### config.mk
export PLATFORM = sky130hd
export DESIGN_NAME = uart_bus_master
export DESIGN_NICKNAME = d
export VERILOG_FILES = /design/src/rtl/uart_bus_pkg.sv /design/src/rtl/uart_bus_master.sv
export SDC_FILE = /design/constraint.sdc
export NUM_CORES = 1
export LEC_CHECK = 0
export CORE_MARGIN = 5
export CORE_UTILIZATION = 30
export DETAILED_ROUTE_END_ITERATION = 6
export GPL_TIMING_DRIVEN = 1
export SETUP_SLACK_MARGIN = 0.5
export SLEW_MARGIN = 5
export SYNTH_ARGS = -nofsm -noshare
export SYNTH_HDL_FRONTEND = slang
export SYNTH_SLANG_ARGS = --single-unit
### constraint.sdc
create_clock -name clk -period 1.9 [get_ports clk]
set_clock_uncertainty 0.1 [all_clocks]
set_input_delay 0.19 -clock clk [delete_from_list [all_inputs] [get_ports clk]]
set_output_delay 0.19 -clock clk [all_outputs]
set_load 0.01 [all_outputs]
### src/rtl/uart_bus_pkg.sv
// uart_bus_pkg: command/response codes and FSM states shared by the UART bus master
package uart_bus_pkg;
  localparam logic [7:0] CMD_WRITE = 8'h57;
  localparam logic [7:0] CMD_READ  = 8'h52;
  localparam logic [7:0] RSP_ACK   = 8'h06;
  localparam logic [7:0] RSP_NAK   = 8'h15;
  typedef enum logic [2:0] {IDLE, ADDR, DATA, REQ, CAPT, RESP, ACK, NAK} state_t;
endpackage

### src/rtl/uart_bus_master.sv
// uart_bus_master: turns UART command frames into single-word bus reads/writes and replies over UART
module uart_bus_master
  import uart_bus_pkg::*;
#(
  parameter int TIMEOUT_CYCLES = 1200000,
  parameter int CNT_W          = 21
) (
  input  logic        clk,
  input  logic        reset,
  input  logic [7:0]  rx_data,
  input  logic        rx_empty,
  output logic        rx_pop,
  output logic [7:0]  tx_data,
  input  logic        tx_full,
  output logic        tx_push,
  output logic [29:0] addr,
  output logic [31:0] wdata,
  input  logic [31:0] rdata,
  output logic        re,
  output logic [3:0]  we,
  input  logic        mem_ready,
  output logic        busy
);
  state_t state, state_n;
  logic is_wr, rxing, txing, tmo;
  logic [1:0] idx;
  logic [29:0] addr_sh;
  logic [31:0] data_sh, rsp;
  logic [CNT_W-1:0] cnt;
  assign rxing = state inside {IDLE, ADDR, DATA};
  assign txing = state inside {RESP, ACK, NAK};
  assign rx_pop = reset && rxing && !rx_empty;
  assign tx_push = reset && txing && !tx_full;
  assign tmo = TIMEOUT_CYCLES != 0 && state inside {ADDR, DATA} && cnt == CNT_W'(TIMEOUT_CYCLES);
  assign re = state == REQ && !is_wr;
  assign we = {4{state == REQ && is_wr}};
  assign busy = state != IDLE;
  assign addr = addr_sh;
  assign wdata = data_sh;
  assign tx_data = state == RESP ? rsp[{idx, 3'b000} +: 8] :
                   state == ACK  ? RSP_ACK :
                   state == NAK  ? RSP_NAK : 8'h00;
  always_comb begin
    state_n = state;
    case (state)
      IDLE: if (rx_pop) state_n = (rx_data == CMD_WRITE || rx_data == CMD_READ) ? ADDR : NAK;
      ADDR: if (rx_pop) state_n = idx == 2'd3 ? (is_wr ? DATA : REQ) : ADDR;
            else if (tmo) state_n = IDLE;
      DATA: if (rx_pop) state_n = idx == 2'd3 ? REQ : DATA;
            else if (tmo) state_n = IDLE;
      REQ:  if (mem_ready) state_n = is_wr ? ACK : CAPT;
      CAPT: state_n = RESP;
      RESP: if (tx_push && idx == 2'd3) state_n = IDLE;
      ACK, NAK: if (tx_push) state_n = IDLE;
      default: state_n = IDLE;
    endcase
  end
  // Shifting 30 bits drops byte-address bits [1:0] as the last byte moves through
  always_ff @(posedge clk) begin
    if (!reset) begin
      state   <= IDLE;
      is_wr   <= 1'b0;
      idx     <= '0;
      addr_sh <= '0;
      data_sh <= '0;
      rsp     <= '0;
      cnt     <= '0;
    end else begin
      state <= state_n;
      cnt   <= (rx_pop || !(state inside {ADDR, DATA})) ? '0 : cnt + CNT_W'(1);
      if (state == IDLE && rx_pop) begin
        is_wr <= rx_data == CMD_WRITE;
        idx   <= '0;
      end
      if (state == ADDR && rx_pop) begin
        addr_sh <= {rx_data, addr_sh[29:8]};
        idx     <= idx + 2'd1;
      end
      if (state == DATA && rx_pop) begin
        data_sh <= {rx_data, data_sh[31:8]};
        idx     <= idx + 2'd1;
      end
      if (state == CAPT) begin
        rsp <= rdata;
        idx <= '0;
      end
      if (state == RESP && tx_push) idx <= idx + 2'd1;
    end
  end
endmodule
==> results.txt <==
Status -> complete, but fails checks
Failing checks -> negative setup slack
Internal power -> 6.75 mW
GRT Total Usage -> 17.3%
Met2 wire length -> 9420 um
Leakage dissipation -> 4.11 nW
Core Footprint -> 16700 um2
NetSw -> 3.20 mW
Most common cell after layout, fill and taps aside -> a21oi_2
DRT iter0 DRCs -> 243
# nets final -> 888
CTS tree -> done
First-pass GRT wire length -> 27400 um
Max Cap Viol -> 0
Final setup vio count -> 36
CTS sink cnt -> 121
CTS max path bufs -> 2
Die Height -> 141 um
Die area -> 19800 um2
Sum Neg Setup Slack -> -0.995 ns
Syn_area_per_cell -> 8.02 um2
Routed vias/inst -> 4.97
EDFF count, synth -> 0
Total power draw -> 9.95 mW
Drt total wl -> 18100 um
Die W -> 141 um
Register area share after synthesis -> 47.2%
Root buffer cell -> clkbuf_16
Wire length on met1 -> 7460 um
Hold Buf Count CTS -> 0
Met3 WL post-DR -> 799 um
WHS Path Cells -> 3
Ports -> 123
Sequential Power Share -> 29.6%
Critical Path RT -> 1.61 ns
Crit path DAT -> 1.70 ns
Number of synthesis warnings -> 0
CTS buffer count -> 17
Sw Share -> 32.2%
Remaining global-route overflow -> 0
Rel. slew slack -> 73.5%
Clock transition at path regs -> 0.05 ns
Tcrit/Tclk final -> 105%
Initial antenna violation count -> 0
Comb pwr share -> 38.3%
Std cell rows -> 47
Worst-skew pair later-pin latency -> 0.41 ns
Initial core utilization -> 30.7%
Slew @ Worst Pin -> 0.396 ns
Share of layout cells above drive strength 1 -> 56.7%
Vias in the first global route -> 5280
Register bit count reported by yosys -> 121
Worst setup margin -> -0.0930 ns
Synth Instances -> 639
Initial DRT Pass Iterations -> 4
Peak Freq -> 0.502 GHz
Post-route DRC violation count -> 0
Minimum clock period after layout -> 1.99 ns
Placed Cells -> 977
Final Non-Filler Cells -> 1073
Via count -> 5337
Peak supply drop -> 0.843 mV
Post-DP HPWL -> 9890 um
Final Hold Viols -> 0
Post-Syn Nets -> 687
Htree depth -> 4
P per Cell Area -> 1030 nW/um2
Max Used Layer -> met4
FF-to-FF setup slack -> -0.02 ns
Reg2Reg Depth -> 9
DR WL/cell -> 16.8 um
Crit path launch type -> flop
Area grow syn2layout -> 87.6%
Inserted Diodes -> 0
Final max-slew violation count -> 0
Post-synth cell types -> 54
Commonest cells after routing, fill and taps aside -> 101 x a21oi_2, 98 x nand2_1, 76 x nand2_4, 76 x dfxtp_1, 45 x buf_6
Most used flip-flop cell after synthesis -> dfxtp_1
Synthesized area -> 5130 um2
Clock Power Share -> 32.1%
Largest net degree at the start of global routing -> 43
Post-route ant nets -> 0
GPL Wtd Cong -> 0.890
Crit. End Element -> output port
Hold crit path type -> input port to flop
Ys async rst share -> 0%
RSZ-0062 raised after global routing -> yes
Crit path max fanout -> 5
CP Class -> flop to output port
Port Buf Inserts -> 122
[repair_timing]
item	in CTS	in global routing
pin swaps	94	118
buffers inserted	33	16
cloned	12	3
gates resized for setup	389	234
endpoints found under the setup margin	199	173
[sequential cells by signal, indices dropped and copies added, names as in the netlist]
| signal | cells |
|---|---|
| cnt | 21 |
| wdata | 32 |
| idx | 2 |
| state | 3 |
| addr | 30 |
| is_wr | 1 |
| rsp | 32 |
[per-stage QoR]
| stage | area, um2 | worst slack [ns] | utilization [%] | hold WS (ns) |
|---|---|---|---|---|
| floorplan | 5260 | 0.252 | - | 0.226 |
| finish | 9620 | -0.0930 | 57.6 | 0.239 |
| CTS | 8710 | -0.144 | 52.2 | 0.203 |
| detailed placement | 6890 | -0.139 | 41.2 | 0.345 |
| global placement | 6890 | -0.130 | 41.2 | 0.340 |
| global route | 9620 | -0.167 | 57.6 | 0.253 |
[cell usage after synthesis, types with 2 or more instances]
library cell    n  area share (%)
nor2b_1         8            0.98
a211oi_1        2            0.29
xnor2_1         7             1.2
or3_1           6            0.73
o311ai_0        2            0.34
nand2b_1        3            0.37
nor3b_1         2            0.29
and3_1          2            0.24
nand2_1       204              15
mux4_2          8             3.5
or4_1           4            0.59
o211ai_1        2            0.29
ha_1            3            0.73
o31ai_1         4            0.59
o32ai_1         2            0.34
nor4b_1         2            0.34
buf_2          17             1.7
nand3b_1        3            0.44
a21oi_1       109              11
nor3_1          3            0.29
buf_6           2            0.44
xor2_1          4            0.68
nand4_1         7            0.85
and3_2          2            0.29
clkbuf_1       21             1.5
and2_1          5            0.61
buf_4           3            0.44
nor4_1          4            0.49
o21ai_0        12             1.2
o21a_1          3            0.44
nor2_1         23             1.7
dfxtp_1       121              47
nand3_1        11             1.1
inv_1           7            0.51
or2_2           2            0.24
[cell type report]
| type | instances | area (um2) |
|---|---|---|
| timing repair buffer | 221 | 2370 |
| clock buffer | 24 | 492 |
| clock inverter | 8 | 92.6 |
| multi-input combinational | 471 | 3860 |
| inverter | 8 | 36.3 |
| tap | 220 | 275 |
| sequential | 121 | 2500 |
| fill | 1450 | 7080 |
[path summary, 6_finish.rpt]
check,startpoint,end
hold reg to reg,rsp[16],rsp[16]
setup / recovery,idx[0],tx_data[2]
hold / removal,rdata[1],rsp[1]
setup reg to reg,state[2],wdata[31]
[logic make-up (layout without fill, tap and decap cells)]
kind of cell | Yosys count | count (layout) | share of synthesized area [%]
fa+ha+maj | 3 | 3 | 0.732
buf+inv | 53 | 261 | 4.93
mux | 8 | 8 | 3.51
flops | 121 | 121 | 47.2
compound gates | 144 | 144 | 15.4
simple gates | 299 | 305 | 26.3
xor+xnor | 11 | 11 | 1.88
[power groups by stage]
stage	logic, mW	clock network (mW)	registers, mW
6_report	3.81	3.20	2.94
5_1_grt	4.05	3.40	2.96
4_1_cts	2.91	3.25	2.93
3_5_place_dp	2.03	0	2.96
3_3_place_gp	2.03	0	2.96
2_1_floorplan	1.30	0	2.90
[routing by layer]
layer	track usage [%]	up-vias
li1	-	2598
met3	4.98	27
met5	0	-
met1	20.9	2591
met2	29.4	121
met4	6.22	0
[worst max-delay path, stage by stage (launching register included)]
cell,delay [ns]
dfxtp_2,0.36
buf_12,0.12
mux4_2,0.50
a21oi_2,0.14
nor2_2,0.04
buf_2,0.13
Power figures use the tool's default switching activity.
